File: src/rtl/gpc_pkg.sv
// Shared constants and state encoding for the 1,3,5->4 GPC preimage generator.
package gpc_pkg;
  localparam int W0_DEF      = 5;
  localparam int W1_DEF      = 3;
  localparam int W2_DEF      = 1;
  localparam int SW_DEF      = 4;
  localparam int WT0         = 1;
  localparam int WT1         = 2;
  localparam int WT2         = 4;
  localparam int GPC_MAX_SUM = 15;

  typedef enum logic [1:0] {IDLE, SCAN, FLUSH} state_t;
endpackage

File: src/rtl/gpc135_sum_ref.sv
// Combinational weighted popcount of a (src0, src1, src2) GPC input pattern.
module gpc135_sum_ref
  import gpc_pkg::*;
#(
  parameter int W0 = W0_DEF,
  parameter int W1 = W1_DEF,
  parameter int W2 = W2_DEF,
  parameter int SW = SW_DEF
) (
  input  logic [W0-1:0] src0,
  input  logic [W1-1:0] src1,
  input  logic [W2-1:0] src2,
  output logic [SW-1:0] sum
);
  always_comb begin
    sum = '0;
    for (int i = 0; i < W0; i++) sum = sum + (src0[i] ? SW'(WT0) : '0);
    for (int i = 0; i < W1; i++) sum = sum + (src1[i] ? SW'(WT1) : '0);
    for (int i = 0; i < W2; i++) sum = sum + (src2[i] ? SW'(WT2) : '0);
  end
endmodule

File: src/rtl/gpc135_4_preimage_gen.sv
// Streams every (src0, src1, src2) pattern whose weighted bit count equals the
// requested target, in ascending candidate order, over a valid/ready port.
module gpc135_4_preimage_gen
  import gpc_pkg::*;
#(
  parameter int W0 = W0_DEF,
  parameter int W1 = W1_DEF,
  parameter int W2 = W2_DEF,
  parameter int SW = SW_DEF,
  parameter int CW = W0 + W1 + W2
) (
  input  logic          clk,
  input  logic          rst,
  input  logic          req_valid,
  output logic          req_ready,
  input  logic [SW-1:0] req_target,
  output logic          out_valid,
  input  logic          out_ready,
  output logic [W0-1:0] src0,
  output logic [W1-1:0] src1,
  output logic [W2-1:0] src2,
  output logic          done,
  output logic [CW:0]   match_count
);
  localparam int MW = CW + 1;

  state_t        state, state_nxt;
  logic [CW-1:0] cand;
  logic [SW-1:0] tgt;
  logic [SW-1:0] cand_sum;
  logic          free, eval, hit, last, accept;

  gpc135_sum_ref #(.W0(W0), .W1(W1), .W2(W2), .SW(SW)) u_sum (
    .src0 (cand[W0-1:0]),
    .src1 (cand[W0+W1-1:W0]),
    .src2 (cand[CW-1:W0+W1]),
    .sum  (cand_sum)
  );

  always_comb begin
    state_nxt = state;
    req_ready = (state == IDLE);
    free      = !out_valid || out_ready;
    accept    = req_ready && req_valid;
    eval      = (state == SCAN) && free;
    hit       = eval && (cand_sum == tgt);
    last      = (cand == '1);
    case (state)
      IDLE:    if (accept) state_nxt = SCAN;
      SCAN:    if (eval && last) state_nxt = FLUSH;
      FLUSH:   if (free) state_nxt = IDLE;
      default: state_nxt = IDLE;
    endcase
  end

  always_ff @(posedge clk or posedge rst) begin
    if (rst) begin
      state       <= IDLE;
      cand        <= '0;
      tgt         <= '0;
      out_valid   <= 1'b0;
      src0        <= '0;
      src1        <= '0;
      src2        <= '0;
      done        <= 1'b0;
      match_count <= '0;
    end else begin
      state <= state_nxt;
      done  <= 1'b0;
      if (accept) begin
        tgt         <= req_target;
        cand        <= '0;
        match_count <= '0;
      end
      // Output register only moves when free, so a stalled beat holds and the
      // counter waits with it: nothing is skipped or repeated.
      if (eval) begin
        cand <= cand + CW'(1);
        if (hit) begin
          src0        <= cand[W0-1:0];
          src1        <= cand[W0+W1-1:W0];
          src2        <= cand[CW-1:W0+W1];
          out_valid   <= 1'b1;
          match_count <= match_count + MW'(1);
        end else begin
          out_valid <= 1'b0;
        end
      end
      if (state == FLUSH && free) begin
        done      <= 1'b1;
        out_valid <= 1'b0;
      end
    end
  end
endmodule

File: config.mk
export PLATFORM = sky130hd
export DESIGN_NAME = gpc135_4_preimage_gen
export DESIGN_NICKNAME = d
export VERILOG_FILES = /design/src/rtl/gpc_pkg.sv /design/src/rtl/gpc135_sum_ref.sv /design/src/rtl/gpc135_4_preimage_gen.sv
export SDC_FILE = /design/constraint.sdc
export NUM_CORES = 1
export LEC_CHECK = 0
export ABC_AREA = 1
export CORE_ASPECT_RATIO = 0.75
export CORE_UTILIZATION = 40
export CTS_CLUSTER_DIAMETER = 120
export DETAILED_ROUTE_END_ITERATION = 16
export PLACE_DENSITY = 0.73
export SYNTH_ARGS = -nofsm -noshare
export SYNTH_HDL_FRONTEND = slang
export SYNTH_HIERARCHICAL = 1
export SYNTH_SLANG_ARGS = --single-unit
File: constraint.sdc
create_clock -name clk -period 3.5 [get_ports clk]
set_input_delay 0.875 -clock clk [delete_from_list [all_inputs] [get_ports clk]]
set_output_delay 0.875 -clock clk [all_outputs]
set_load 0.02 [all_outputs]
==> flow_metrics.env <==
export IMPL_fin_crit_ns=2.91
export IMPL_dieArea_um2=5510
export IMPL_design_area_um2=2530
export IMPL_n_antenna_cell=0
export IMPL_io_buffer_count=29
export IMPL_crit_slowest_cell="fa_1"
export IMPL_drv_cap=0
export IMPL_hold_buffers=0
export IMPL_die_w_um=85.4
export IMPL_cp_end_kind="register"
export IMPL_vias=1766
export IMPL_crit_path_start_kind="register"
export IMPL_finalSetupViolations=0
export IMPL_cts_buffer_depth=2
export IMPL_r2r_end="match_count[1]"
export IMPL_cts_tree="yes"
export IMPL_synthTopCellsByArea="dfrtp_1 43%, nand2_1 17%, inv_1 8.1%, nor2_1 4.7%, fa_1 3.8%"
export IMPL_drive_above_1_share=0.0865
export IMPL_worstSetupPathType="register to register"
export IMPL_layout_nets=328
export IMPL_clock_fmax_mhz=344
export IMPL_ys_top_cells_by_count="97 x nand2_1, 45 x inv_1, 36 x dfrtp_1"
export IMPL_p_per_area_nw_per_um2=905
export IMPL_slew_headroom=0.693
export IMPL_syn_mean_instance_area_um2=7.56
export IMPL_synth_main_ff_cell="dfrtp_1"
export IMPL_grt_pass1_vias=1777
export IMPL_hold_slack_ns=0.484
export IMPL_whs_endpoint="src1[1]"
export IMPL_finalPower_w=0.00230
export IMPL_ir_drop_v=0.000369
export IMPL_crit_top_cell="nand2_1"
export IMPL_grt_pass1_wl_um=7870
export IMPL_synth_warnings=6
export IMPL_pre_cts_slack_ns=0.573
export IMPL_clkSlewWorstSetupHoldPaths_ns=0.07
export IMPL_multi_input_area_um2=980
export IMPL_worst_slew_pin_slew_ns=0.460
export IMPL_async_flop_share=1.00
export IMPL_yosys_register_bits=36
export IMPL_grt_ovfl_total=0
export IMPL_r2r_start="cand[0]"
export IMPL_hold_viol=0
export IMPL_reg2reg_slack_ns=0.59
export IMPL_synth_cells=276
export IMPL_synth_fp_nets=293
export IMPL_ys_seq_area_frac=0.432
export IMPL_reg2reg_depth=13
export IMPL_tns_ns=0
export IMPL_rsz0062_at_grt="false"
export IMPL_ctsHtreeMaxLevel=2
export IMPL_start_util=0.421
export IMPL_routed_wl_um=4230
export IMPL_ios=30
export IMPL_hp_start="src1[1]"
export IMPL_numCtsBuffers=5
export IMPL_cts_setup_buffers=0
export IMPL_worst_ep_arrival_time_ns=3.14
export IMPL_hold_depth=2
export IMPL_synth_top_area_cell="dfrtp_1"
export IMPL_drv_slew=0
export IMPL_cp_required_ns=3.73
export IMPL_cts_sinks=36
export IMPL_worst_hold_path_type="register to register"
export IMPL_path_cells="fa_1, inv_1, fa_1, fa_1, xnor2_1, inv_1, nand2_1, nand2_1, inv_1, nand2_1, nor2_8, nand2_1, nand2_1"
export IMPL_cpPeakStageDelay_ns=0.55
export IMPL_drtAntennaViolNets=0
export IMPL_firstDrtPassIters=5
export IMPL_cts_root_buf="clkbuf_8"
export IMPL_grt_max_degree=37
export IMPL_fin_skew_ns=0.00385
export IMPL_dpl_cell_area_um2=2440
export IMPL_vias_per_cell=4.75
export IMPL_die_h_um=64.6
export IMPL_seqCellArea_um2=901
export IMPL_hpwl_um=3120
export IMPL_synth_edf_count=0
export IMPL_gp_congestion=0.819
export IMPL_fp_coreArea_um2=4950
export IMPL_wire_per_inst_um=11.4
export IMPL_antenna_found_initial=0
export IMPL_cp_max_fo=19
export IMPL_netlist_area_um2=2090
export IMPL_grt_use_total=0.184
export IMPL_synth_most_common_cell="nand2_1"
export IMPL_postCtsResizedCells=0
export IMPL_status="complete, no violations"
export IMPL_synth_cell_types=21
export IMPL_cellLeakagePower_nw=1.35
export IMPL_drtIter0Drc=48
export IMPL_fillers=482
export IMPL_clk_latency_ns=0.29
export IMPL_rows=22
export IMPL_fin_crit_sh=0.831
export IMPL_drcViolationCount=0
export IMPL_area_growth_syn_to_layout_pct=21.5
export IMPL_timing_final_ws_setup_ns=0.593
export IMPL_synth_top_area_frac=0.432
worst max-delay path by stage:
stage | endpoint | slack, ns | from | cells past startpoint
after floorplan | src0[4] | 0.79 | cand[0] | 13
after global placement | src1[0] | 0.63 | cand[0] | 13
after detailed placement | match_count[1] | 0.57 | cand[0] | 13
after CTS | match_count[1] | 0.55 | cand[0] | 13
after global routing | src0[0] | 0.30 | cand[0] | 13
final | match_count[1] | 0.59 | cand[0] | 13
power breakdown:
| part | switching (W) | total, W | internal [W] |
|---|---|---|---|
| combinational | 0.000763 | 0.00126 | 0.000499 |
| clock | 0.000146 | 0.000306 | 0.000161 |
| sequential | 0.000161 | 0.000727 | 0.000566 |
| total | 0.00107 | 0.00230 | 0.00123 |
critical path, delay by kind of cell (launching register included):
kind | cells | cell delay, ns
and+or+nand+nor | 6 | 0.72
adders and majority gates | 3 | 1.33
xor gates and xnor gates | 1 | 0.21
buffers and inverters | 3 | 0.16
DFF | 1 | 0.44
stage by stage:
step | instances | util
6_report | 372 | 0.512
5_1_grt | 372 | 0.512
4_1_cts | 372 | 0.512
3_5_place_dp | 364 | 0.493
3_3_place_gp | 364 | 0.493
2_1_floorplan | 276 | -
final cells by class:
class / count / area share
Sequential cell: 36 / 0.355
Multi-Input combinational cell: 189 / 0.386
Clock buffer: 8 / 0.0355
Timing Repair Buffer: 32 / 0.123
Tap cell: 60 / 0.0296
Inverter: 47 / 0.0696
per-layer routing:
metal / GRT usage / part of all wire
met1: 0.237 / 0.48
met2: 0.303 / 0.48
met3: 0.0573 / 0.025
met4: 0.0479 / 0.014
met5: 0 / 0
kinds of logic (layout without fill, tap and decap cells):
logic type / Yosys count / in the layout / synth area share
AOI/OAI and AO/OA: 17 / 17 / 0.0414
xor gates and xnor gates: 7 / 7 / 0.0294
and+or+nand+nor: 156 / 156 / 0.330
adders and majority gates: 9 / 9 / 0.0683
DFF: 36 / 36 / 0.432
buffers and inverters: 51 / 87 / 0.0989
sequential cells by signal (all words and copies together), names as in the netlist:
register and count:
out_valid 1, src2 1, src0 5, done 1, cand 9, state 2, tgt 4, match_count 10
src1 3
cell usage in the layout, fill, tap and decap left out, drive strengths merged:
master           n
dfrtp           36
nand4            3
nor3             1
a21oi            4
ha               5
inv             47
o22ai            1
xor2             5
clkdlybuf4s50   29
nand3           14
clkbuf           8
buf              3
o21ai           12
nand2          108
xnor2            2
fa               4
nor2            30
Note: power is estimated with default switching activity, not from simulation.
==> edit (same flow settings) <==
`W0_DEF`: 5 -> 6.
--- a/src/rtl/gpc_pkg.sv
+++ b/src/rtl/gpc_pkg.sv
@@ -1,6 +1,6 @@
 // Shared constants and state encoding for the 1,3,5->4 GPC preimage generator.
 package gpc_pkg;
-  localparam int W0_DEF      = 5;
+  localparam int W0_DEF      = 6;
   localparam int W1_DEF      = 3;
   localparam int W2_DEF      = 1;
   localparam int SW_DEF      = 4;
Interface: changed (resized match_count and src0); port bits go from 30 to 32. No check against the original RTL was run, so the function may have changed too.
==> edit against the unedited design <==
Combinational power grew 53%. Power increased by 32%. Sequential cell count up 3. Count of clock-buffer cells in the layout shrank 2. Worst setup slack lost 310 ps. Routed wire length is 17% higher. Utilization rose by 0.17 points. Area after synthesis increased by 12%. Critical path depth increased by 1. Final area up 11%. Synthesized cell count rose by 17%.
==> edit: results (changes against the unedited design) <==
status=finished, final reports clean; Netlist cell types=23 (+9.5%); routability cong.=0.797 (-2.7%); initial antenna violation count=0 (unchanged); Static Leak=0.00150 µW (+11%); vias in the first global route=1936 (+8.9%); PortBufs=31 (+6.9%); H-Tree Depth=2 (unchanged); peak supply drop=0.426 mV (+15%); Final #Nets=378 (+15%); CP top delay family=adder cells; DRT Pass-1 Iters=4 (-1); share of cells above drive strength 1=0.0531 (-0.0335); Synth area leaders=dfrtp_1 (42%), nand2_1 (21%), inv_1 (8.4%); worst hold start=src0[1]; Synth top cells by count=nand2_1 (129), inv_1 (52), dfrtp_1 (39), nor2_1 (27), nand3_1 (19); Synth Net Count=342 (+17%); Clock Skew=3.97 ps (+0.127 ps); CTS Buffer Depth=2 (unchanged); largest net degree at the start of global routing=40 (+8.1%); r2r startpoint=cand[0]; Routed wire per std cell=11.4 µm (+0.57%); leading registers by flop count=match_count x11, cand x10, src0 x6; critical path arrival=3400 ps (+260 ps); first-pass GRT wire length=8660 µm (+10%); FILL cells=530 (+10%); Final HPWL DP=3600 µm (+16%); vias per cell=4.72 (-0.61%); sequential cell area fraction in the yosys report=0.419 (-0.0128); Detailed Route Iter0 Violations=87 (+81%); Final WS setup=279 ps (-314 ps); hold slack final=488 ps (+4.07 ps); slew margin rel.=0.660 (-0.0334); internal power=1580 µW (+28%); GRT Overall Usage=0.180 (-0.00454)
[edit: final timing paths]
check                           end  depth (start not counted)
max reg2reg                 src0[3]                         14
max in group asynchronous   src0[3]                          3
min in group asynchronous  state[0]                          3
min reg2reg                 src0[1]                          2
min                         src0[1]                          2
max                         src0[3]                         14
[edit: cell families (layout without fill, tap and decap cells)]
group | count (synthesis) | in the layout | share of synthesized area
xor+xnor | 6 | 6 | 0.0226
simple gates | 189 | 189 | 0.334
flops | 39 | 39 | 0.419
compound gates | 17 | 17 | 0.0403
fa+ha+maj | 11 | 11 | 0.0720
buf+inv | 61 | 96 | 0.112
[edit: final cells by class]
| type | count | area share |
|---|---|---|
| flip-flops and latches | 39 | 0.348 |
| repair buffers | 35 | 0.130 |
| inverters | 55 | 0.0736 |
| multi-input cells | 223 | 0.389 |
| well taps | 75 | 0.0334 |
| clock buffers | 6 | 0.0259 |
[edit: power groups by stage]
stage	Combinational [µW]	Sequential [µW]	Clock (µW)
after floorplan	1300	888	0
after global placement	1880	812	0
after detailed placement	1930	817	0
after CTS	1940	811	291
after global routing	2180	835	312
final	1930	809	284
[edit: stage by stage]
step,cells,instance area [µm²]
floorplan,323,2330
global route,433,2810
global placement,427,2730
finish,433,2810
detailed placement,427,2730
CTS,433,2810
[edit: per-layer routing]
layer / vias up / routed length (µm) / track usage
li1: 1048 / - / -
met1: 952 / 2480 / 0.226
met2: 38 / 2240 / 0.318
met3: 5 / 180 / 0.0367
met4: 0 / 51 / 0.0565
met5: - / 0 / 0
[edit: worst min-delay path, delay by kind of cell, from the launching register on]
kind          cells  cell delay [ps]
flops             1              350
simple gates      2              110
